File: config.mk
export PLATFORM = sky130hd
export DESIGN_NAME = divider16
export DESIGN_NICKNAME = d
export VERILOG_FILES = /design/src/rtl/divider16.sv
export SDC_FILE = /design/constraint.sdc
export NUM_CORES = 1
export LEC_CHECK = 0
export CAP_MARGIN = 10
export CELL_PAD_IN_SITES_DETAIL_PLACEMENT = 1
export CELL_PAD_IN_SITES_GLOBAL_PLACEMENT = 1
export CORE_MARGIN = 2
export CORE_UTILIZATION = 36
export DETAILED_ROUTE_END_ITERATION = 8
export PLACE_DENSITY = 0.76
export SLEW_MARGIN = 20
export SYNTH_ARGS = -nofsm -noshare
export SYNTH_HDL_FRONTEND = slang
export SYNTH_SLANG_ARGS = --single-unit
File: constraint.sdc
create_clock -name clock -period 2 [get_ports clock]
set_clock_uncertainty 0.2 [all_clocks]
set_input_delay 0.5 -clock clock [delete_from_list [all_inputs] [get_ports clock]]
set_output_delay 0.5 -clock clock [all_outputs]
set_load 0.005 [all_outputs]
File: src/rtl/divider16.sv
// rtl/divider16.sv - 16/8 restoring divider; DIVIDER16_SIGNED_EN selects two's complement mode
module divider16 (
    input  logic        clock,
    input  logic        resetn,
    input  logic [15:0] x,
    input  logic [7:0]  y,
    input  logic        in_valid,
    output logic        in_ready,
    output logic [7:0]  q,
    output logic [7:0]  r,
    output logic        ovf,
    output logic        divz,
    output logic        out_valid,
    input  logic        out_ready
);

    typedef enum logic [1:0] {IDLE, CALC, FIX, DONE} state_t;

    state_t      state, next_state;
    logic [3:0]  count;
    logic [15:0] quo;
    logic [7:0]  rem;
    logic [7:0]  dvs;
    logic [15:0] x_mag;
    logic [7:0]  y_mag;
    logic [8:0]  rem_sh;
    logic        lt;
    logic [7:0]  diff;
    logic [7:0]  q_fix;
    logic [7:0]  r_fix;
    logic        ovf_fix;

`ifdef DIVIDER16_SIGNED_EN
    logic neg_q, neg_r;

    // Unsigned 16/8-bit magnitudes keep 32768 and 128 exact.
    assign x_mag = x[15] ? (~x + 16'd1) : x;
    assign y_mag = y[7]  ? (~y + 8'd1)  : y;
`else
    assign x_mag = x;
    assign y_mag = y;
`endif

    assign in_ready  = (state == IDLE);
    assign out_valid = (state == DONE);

    always_ff @(posedge clock) begin
        if (!resetn) begin
            state <= IDLE;
        end else begin
            state <= next_state;
        end
    end

    always_comb begin
        next_state = state;
        case (state)
            IDLE:    if (in_valid) next_state = CALC;
            CALC:    if (count == 4'd15) next_state = FIX;
            FIX:     next_state = DONE;
            DONE:    if (out_ready) next_state = IDLE;
            default: next_state = IDLE;
        endcase
    end

    // One restoring step: shift in the next dividend bit, subtract if it fits.
    always_comb begin
        rem_sh = {rem, quo[15]};
        lt     = !rem_sh[8] && (rem_sh[7:0] < dvs);
        diff   = rem_sh[7:0] - dvs;
    end

    always_comb begin
        q_fix   = 8'h00;
        r_fix   = 8'h00;
        ovf_fix = 1'b0;
`ifdef DIVIDER16_SIGNED_EN
        if (neg_q) begin
            if (quo > 16'd128) begin
                q_fix   = 8'h80;
                ovf_fix = 1'b1;
            end else begin
                q_fix = 8'd0 - quo[7:0];
            end
        end else if (quo > 16'd127) begin
            q_fix   = 8'h7F;
            ovf_fix = 1'b1;
        end else begin
            q_fix = quo[7:0];
        end
        r_fix = neg_r ? (8'd0 - rem) : rem;
`else
        if (quo > 16'd255) begin
            q_fix   = 8'hFF;
            ovf_fix = 1'b1;
        end else begin
            q_fix = quo[7:0];
        end
        r_fix = rem;
`endif
    end

    always_ff @(posedge clock) begin
        if (!resetn) begin
            count <= 4'd0;
            quo   <= 16'd0;
            rem   <= 8'd0;
            dvs   <= 8'd0;
            q     <= 8'd0;
            r     <= 8'd0;
            ovf   <= 1'b0;
            divz  <= 1'b0;
`ifdef DIVIDER16_SIGNED_EN
            neg_q <= 1'b0;
            neg_r <= 1'b0;
`endif
        end else begin
            case (state)
                IDLE: begin
                    if (in_valid) begin
                        quo   <= x_mag;
                        rem   <= 8'd0;
                        dvs   <= y_mag;
                        count <= 4'd0;
`ifdef DIVIDER16_SIGNED_EN
                        neg_q <= x[15] ^ y[7];
                        neg_r <= x[15];
`endif
                    end
                end
                CALC: begin
                    quo   <= {quo[14:0], !lt};
                    rem   <= lt ? rem_sh[7:0] : diff;
                    count <= count + 4'd1;
                end
                FIX: begin
                    if (dvs == 8'd0) begin
                        q    <= 8'h00;
                        r    <= 8'h00;
                        ovf  <= 1'b0;
                        divz <= 1'b1;
                    end else begin
                        q    <= q_fix;
                        r    <= r_fix;
                        ovf  <= ovf_fix;
                        divz <= 1'b0;
                    end
                end
                default: ;
            endcase
        end
    end

endmodule

* Yosys cells after proc, flatten, opt, wreduce, memory -nomap -nowiden *
Cells that the tools add are included.

storage, ports and cells
  flip-flop bits (word level) = 56
  bits of input ports = 28
  logic and storage cells = 46
  output and inout port bits = 20

cells by class
  equal/unequal tests = 7
  order comparisons = 2
  reductions and logical operators = 9
  multiplexer cells = 17
  add/sub/neg operators = 2

operators with widths
  cell                                                            number
  two-way mux 8 bit                                               5
  case mux 16 bit (2 select lines)                                1
  greater-than comparator 16 x 8 -> 1 bit, second input constant  1
  two-way mux 16 bit                                              1
  case mux 8 bit (2 select lines)                                 1
  logical NOT 8 bit                                               1
  < comparator 8 bit                                              1
  case mux 2 bit (4 select lines)                                 1
  case mux 4 bit (2 select lines)                                 1
  subtractor 8 bit                                                1
  two-way mux 2 bit                                               3
  adder 4 x 1 -> 4 bit, second input constant                     1
  equality test 2 bit, second input constant                      2
  equality test 4 bit, second input constant                      1
  two-way mux 4 bit                                               1
  != test 2 bit, second input constant                            2
  AND reduction 2 bit                                             2
  two-way mux 1 bit                                               3
  AND reduction 3 bit                                             1
  equality test 2 x 1 -> 1 bit, second input constant             1
  logical NOT 1 bit                                               2
  logical NOT 2 bit                                               1
  != test 2 x 1 -> 1 bit, second input constant                   1
  nonzero test 2 bit                                              1
  logical AND 1 bit                                               1

* Longest topological paths before layout *
Gate-level depths: netlist of run 1.

  depth after elaboration = 4
  depth in mapped cells = 9
  mapped depth without buffers = 9

* Worst setup path after synthesis of run 1 *
Ideal clock, no wire load.

  path kind = register -> register
  start point = reg quo[15]
  end point = reg quo[0]
  period minus slack after synthesis = 2.138 ns
  data required time = 1.675 ns
  path slack = -0.138 ns
  setup time = 0.125 ns
  path buffers = 0
  cell stages (with the launch flop) = 10
  data arrival time = 1.813 ns
  cell sequence = dfxtp_1 inv_1 ha_1 inv_1 fa_1 a21o_1 o21ai_2 a32oi_4 a222oi_1 nor2b_1

on the way
  longest elaborated chain between the ends = 4

ends and longest elaborated chain
  item                              line  source
  start: declaration                21    logic [15:0] quo;
  start signal: assignment          121   quo <= x_mag;
  start signal: assignment          132   quo <= {quo[14:0], !lt};
  < comparator 8 bit                69    lt = !rem_sh[8] && (rem_sh[7:0] < dvs);
  logical AND 1 bit                 69
  logical NOT 1 bit                 132
  case mux 16 bit (2 select lines)  118   case (state)

No other way between the ends.
A chain may end at the register's enable or synchronous reset.

* Worst setup path in the final report of run 1 *
Same ends and word-level chain as after synthesis.

==> results.cfg, run 1 <==
[power_and_ir_drop]
power_density_mw_per_mm2 = 1430
p_clk_share_pct = 11.9
power_frac_comb_pct = 57.7
power.internal_uw = 3180
switching_share_pct = 41.2
p_switching_uw = 2230
total_leakage_power_uw = 0.00152
p_total_uw = 5410
seq_power_share_pct = 30.5
vdd_drop_max_uv = 755

[synthesis]
yosysWarnings = 0
synthCells = 313
ys_seq_area_share_pct = 40.8
synthDistinctLibCells = 44
synth_seq_cells = 56
synth.avg_cell_area_um2 = 8.78
ys.flop_type = dfxtp_1
synth_nets = 355
synth_area_mm2 = 0.00275
ys_async_sr_fraction_pct = 0
synth_edf_count = 0

[placement]
post-dp-hpwl_um = 5760
numPlacedInstances = 475
gp_congestion = 0.757
port_buffers = 47

[routing]
vias_per_cell = 5.14
drtAntennaViolNets = 0
drc = 0
wl_per_cell_um = 16.1
firstDrtPassIters = 4
drt-total-wl_um = 7900
drtIter0Drc = 63
vias = 2525

[critical_path]
timing.critical_path.to_type = flip-flop
arrival_ns = 2.15
crit_fanout = 3
r2r_cells = 9
rr_startpoint = quo[15]
r2r_end = quo[0]
cp.required_ns = 2.00
critPathLaunchType = flip-flop
critPathKind = flip-flop to flip-flop
reg2reg_slack_ns = -0.15

[clock_network]
worstSkewPairLatency_ns = 0.32
htreeDepth = 2
cts.path.max_buffers = 2
cts_root_buf = clkbuf_8
cts_buffers = 5
ctsHoldBuffers = 0
cts_tree = built
clk_pin_slew_worst_paths_ns = 0.11
cts_sinks = 56

[timing]
fin_tns_setup_ns = -0.643
tightestPinTransition_ns = 0.610
fmax_mhz = 464
finalHoldViolCount = 0
rsz0062_at_grt = yes
setup_ws_ns = -0.153
slew_headroom_pct = 59.0
period_needed_ns = 2.15
setup_viol = 9
slew_viol_final = 0
finalCritPeriodShare_pct = 108

[floorplan]
die_w_um = 91.4
core_mm2 = 0.00733
die-area_mm2 = 0.00835
rows = 31
initial_core_util_pct = 37.5
die_h_um = 91.4
pin_count = 48

[global_routing]
grt_pass1_vias = 2733
grt.total_usage_pct = 19.2
grt_pass1_wl_um = 13000
overflow = 0
antenna_found_initial = 0
grt_max_degree = 25

[layout]
instances_no_fill = 491
syn2layout_area_growth_pct = 37.1
nets = 433
drive_gt1_share_pct = 19.4
antennaDiodeCount = 0

[outcome]
status = finished with violations
violations = setup timing

[hold_path]
hold_path.class = flip-flop to flip-flop
hold_end = ovf
worstHoldStart = ovf
whs_path_depth = 2

[run]
drv_cap = 0
cell usage in the layout (no fill, tap or decap), types with 4 or more instances in the layout:
| cell type | Yosys | layout |
|---|---|---|
| nor2b_1 | 24 | 24 |
| nor4_1 | 4 | 4 |
| inv_1 | 14 | 10 |
| clkbuf_8 | 0 | 5 |
| ha_1 | 13 | 10 |
| nor2_1 | 17 | 17 |
| and2b_1 | 5 | 5 |
| a32oi_1 | 6 | 5 |
| mux2i_1 | 6 | 6 |
| o21ai_1 | 1 | 5 |
| clkdlybuf4s50_1 | 0 | 45 |
| dfxtp_1 | 56 | 53 |
| o21ai_0 | 22 | 18 |
| a21boi_0 | 17 | 17 |
| inv_2 | 0 | 4 |
| nand3_2 | 0 | 6 |
| o22ai_1 | 12 | 12 |
| buf_4 | 1 | 36 |
| a21oi_1 | 22 | 22 |
| o211a_1 | 5 | 5 |
| nand2_1 | 31 | 30 |
| nand2b_1 | 4 | 4 |
metal layers:
layer / up-vias / GRT usage, % / part of all wire [%]
met3: 5 / 3.24 / 2.2
met5: - / 0 / 0
met1: 1230 / 23.5 / 44
met2: 32 / 35.8 / 53
met4: 0 / 3.16 / 0.61
li1: 1258 / - / -
kinds of logic after synthesis:
logic type / count (synthesis) / synth area share [%]
XOR/XNOR: 5 / 1.59
AND/OR/NAND/NOR: 103 / 19.3
AO/OA/AOI/OAI: 100 / 24.6
buffers and inverters: 29 / 4.87
adder cells (fa/ha/maj): 14 / 6.65
flip-flops: 56 / 40.8
multiplexers: 6 / 2.19
repair_timing:
| action | in CTS | in global routing |
|---|---|---|
| setup buffers | 1 | 7 |
| endpoints found under the setup margin | 20 | 19 |
| pin swaps | 15 | 5 |
| gates resized for setup | 21 | 5 |
worst max path at each step:
stage,cells after the start,start,end
6_report,9,quo[15],quo[0]
5_1_grt,9,quo[15],quo[0]
4_1_cts,9,quo[15],quo[0]
3_5_place_dp,9,quo[15],quo[0]
3_3_place_gp,9,quo[15],quo[0]
2_1_floorplan,9,quo[15],quo[0]
flip-flops by register name, indices dropped and copies added, names as in the netlist, 2 cells and up:
signal  flops
count       4
state       2
r           8
quo        16
r_fix       8
dvs         8
q           8
cell usage after synthesis, types with 2 or more instances:
library cell	number	area [um^2]
o211a_1	5	50.1
dfxtp_1	56	1120
nor2b_1	24	150
clkbuf_1	7	26.3
nor4_1	4	25.0
o22ai_1	12	75.1
nor2_1	17	63.8
a32oi_1	6	52.6
inv_1	14	52.6
mux2i_1	6	60.1
a22oi_1	3	22.5
nand2b_1	4	25.0
ha_1	13	163
and2b_1	5	37.5
o21ai_2	2	17.5
a21o_1	2	15.0
and2_1	3	18.8
nand3_1	8	40.0
buf_2	5	25.0
o21ai_0	22	110
a21oi_1	22	110
xor2_1	3	26.3
nand2_1	31	116
xnor2_1	2	17.5
a21boi_0	17	128
buf_6	2	22.5
area by class of cell:
class,count,area [um^2]
Multi-Input combinational cell,228,1580
Tap cell,99,124
Inverter,14,52.6
Timing Repair Buffer,86,793
Fill cell,864,3560
Clock inverter,2,16.3
Sequential cell,56,1120
Clock buffer,6,72.6
power groups by stage:
stage / clock, uW / combinational (uW) / sequential [uW]
CTS: 663 / 2950 / 1640
global placement: 0 / 2650 / 1640
detailed placement: 0 / 2760 / 1660
global route: 704 / 3410 / 1690
finish: 641 / 3120 / 1650
floorplan: 0 / 1750 / 1610
metrics by stage:
stage                     instance area [um^2]  setup slack (ns)  hold slack, ns  utilization (%)
final                                     3770            -0.153           0.290             51.4
after global placement                    3520            -0.118           0.270             48.0
after global routing                      3770            -0.232           0.316             51.4
after CTS                                 3680            -0.173           0.293             50.2
after floorplan                           2760           -0.0935           0.256                -
after detailed placement                  3520            -0.201           0.275             48.0
critical path: stages (launching register included):
cell	delay, ns
dfxtp_2	0.33
inv_2	0.07
ha_4	0.13
inv_2	0.04
fa_2	0.33
a21o_1	0.20
o21ai_4	0.18
a32oi_4	0.15
a222oi_1	0.32
nor2b_1	0.08
Note: power is estimated with default switching activity, not from simulation.
==> run 2, diff against run 1 <==
--- a/config.mk
+++ b/config.mk
@@ -5,7 +5,7 @@
 export SDC_FILE = /design/constraint.sdc
 export NUM_CORES = 1
 export LEC_CHECK = 0
-export CAP_MARGIN = 10
+export CAP_MARGIN = 0
 export CELL_PAD_IN_SITES_DETAIL_PLACEMENT = 1
 export CELL_PAD_IN_SITES_GLOBAL_PLACEMENT = 1
 export CORE_MARGIN = 2
==> results of run 2 <==
No change in the layout: final DEF, timing and power equal those of run 1.
==> run 3, diff against run 2 <==
--- a/config.mk
+++ b/config.mk
@@ -11,7 +11,9 @@
 export CORE_MARGIN = 2
 export CORE_UTILIZATION = 36
 export DETAILED_ROUTE_END_ITERATION = 8
+export MAX_ROUTING_LAYER = met4
 export PLACE_DENSITY = 0.76
+export SETUP_SLACK_MARGIN = 0.3
 export SLEW_MARGIN = 20
 export SYNTH_ARGS = -nofsm -noshare
 export SYNTH_HDL_FRONTEND = slang
==> run 3 against run 2 <==
Die area unchanged. First-iteration DRC count down 22%. Largest cell class unchanged. Critical path depth is the same. Via count is 2.7% higher. Global-route usage increased by 0.40 points. Final area up 9.6%. Largest power group unchanged. Critical path type unchanged. Combinational power is 25% higher. Critical endpoint unchanged. Highest routed layer unchanged. Worst setup slack better by 0.048 ns. The run still ends with setup timing left. Flip-flop and latch count did not move. Count of clock-buffer cells in the layout fell by 1. Wire length grew 7.4%. Sequential share of layout area fell by 2.1 points.
==> results.cfg, run 3 (same netlist as run 1, synthesis figures left out) <==
[critical_path]
critPathKind = flip-flop to flip-flop
timing.critical_path.to_type = flip-flop
cp.required_ns = 2.01
reg2reg_slack_ns = -0.11
r2r_cells = 9
crit_fanout = 3
critPathLaunchType = flip-flop
r2r_end = quo[0]
crit_path_start = quo[15]
rr_startpoint = quo[15]
arrival_ns = 2.11

[layout]
final_common_cell = dfxtp_1
multiInputGateArea_mm2 = 0.00183
largest_register_ff_count = 16
instances_no_fill = 493
drive_gt1_share_pct = 33.8
syn2layout_area_growth_pct = 50.3
final_cell_mix = 36 x dfxtp_1, 27 x nand2_1, 27 x clkdlybuf4s50_1, 24 x nor2b_1, 20 x dfxtp_2
fillers = 810
nets = 435
register_area_mm2 = 0.00115
regMostFlops = quo
antennaDiodeCount = 0

[routing]
drc = 0
firstDrtPassIters = 4
drtIter0Drc = 49
vias_per_cell = 5.26
vias = 2593
drtAntennaViolNets = 0
drt-total-wl_um = 8480
wl_per_cell_um = 17.2

[global_routing]
met1_usage_pct = 23.5
use_met2_pct = 34.4
grt_pass1_vias = 2619
antenna_found_initial = 0
grt.total_usage_pct = 19.6
grt_most_used_layer = met2
overflow = 0
use_met3_pct = 3.32
grt_max_degree = 26
grt_pass1_wl_um = 12900

[timing]
fmax_mhz = 475
setup_viol = 9
hold_ws_ns = 0.284
fin_tns_setup_ns = -0.655
period_needed_ns = 2.11
setup_ws_ns = -0.105
tightestPinTransition_ns = 0.330
slew_headroom_pct = 77.8
slew_viol_final = 0
rsz0062_at_grt = yes
finalHoldViolCount = 0
finalCritPeriodShare_pct = 105

[clock_network]
clk_pin_slew_worst_paths_ns = 0.11
cts.path.max_buffers = 2
htreeDepth = 2
cts_sinks = 56
ctsHoldBuffers = 0
cts_tree = built
cts_buffers = 5
worstSkewPairLatency_ns = 0.31
cts_root_buf = clkbuf_8

[outcome]
status = finished with violations
violations = setup timing

[floorplan]
initial_core_util_pct = 37.5
die_h_um = 91.4
core_mm2 = 0.00733
die_w_um = 91.4
pin_count = 48
die-area_mm2 = 0.00835
rows = 31

[placement]
numPlacedInstances = 469
gp_congestion = 0.815
port_buffers = 47
post-dp-hpwl_um = 5410
place_ws_ns = -0.169

[power_and_ir_drop]
p_total_uw = 6250
vdd_drop_max_uv = 781
total_leakage_power_uw = 0.00171
power_density_mw_per_mm2 = 1510

[run]
drv_cap = 0

[hold_path]
worstHoldStart = ovf
hold_end = ovf
hold_path.class = flip-flop to flip-flop
whs_path_depth = 2
run 3: what timing repair did:
action / 4_1_cts / 5_1_grt
setup endpoints to repair: 66 / 51
gates cloned: 1 / 2
buffers inserted: 5 / 8
resized for setup: 72 / 95
pin swaps: 3 / 16
run 3: area by class of cell:
| cell class | count | share of cell area [%] |
|---|---|---|
| Multi-Input combinational cell | 228 | 44.2 |
| Timing Repair Buffer | 88 | 21.3 |
| Inverter | 14 | 1.52 |
| Clock buffer | 5 | 1.67 |
| Clock inverter | 3 | 0.515 |
| Tap cell | 99 | 3.00 |
| Sequential cell | 56 | 27.8 |
run 3: worst max-delay path by stage:
stage	end	slack, ns	depth (start not counted)
detailed placement	quo[0]	-0.17	9
finish	quo[0]	-0.11	9
global route	quo[0]	-0.19	9
global placement	quo[0]	-0.11	9
floorplan	quo[0]	-0.09	9
CTS	quo[0]	-0.12	9
run 3: routing by layer:
metal	up-vias	wire length, um
met2	42	4490
met5	-	0
met1	1271	3640
met4	0	155
li1	1266	-
met3	14	201
run 3: through the flow:
stage / cell area, um^2 / util (%)
finish: 4130 / 56.3
global route: 4130 / 56.3
CTS: 3720 / 50.7
detailed placement: 3480 / 47.5
global placement: 3480 / 47.5
floorplan: 2770 / -
run 3: critical path, stage by stage, from the launching register on:
cell      delay (ns)
dfxtp_2         0.35
inv_2           0.07
ha_4            0.13
inv_2           0.03
fa_2            0.33
a21o_1          0.20
o21ai_4         0.18
a32oi_4         0.14
a222oi_1        0.29
nor2b_1         0.07
run 3: power breakdown:
group          internal [uW]  leakage (uW)  switching (uW)
sequential              1430      0.000467             281
combinational           1970       0.00120            1920
clock                    250     0.0000445             396
total                   3650       0.00171            2600
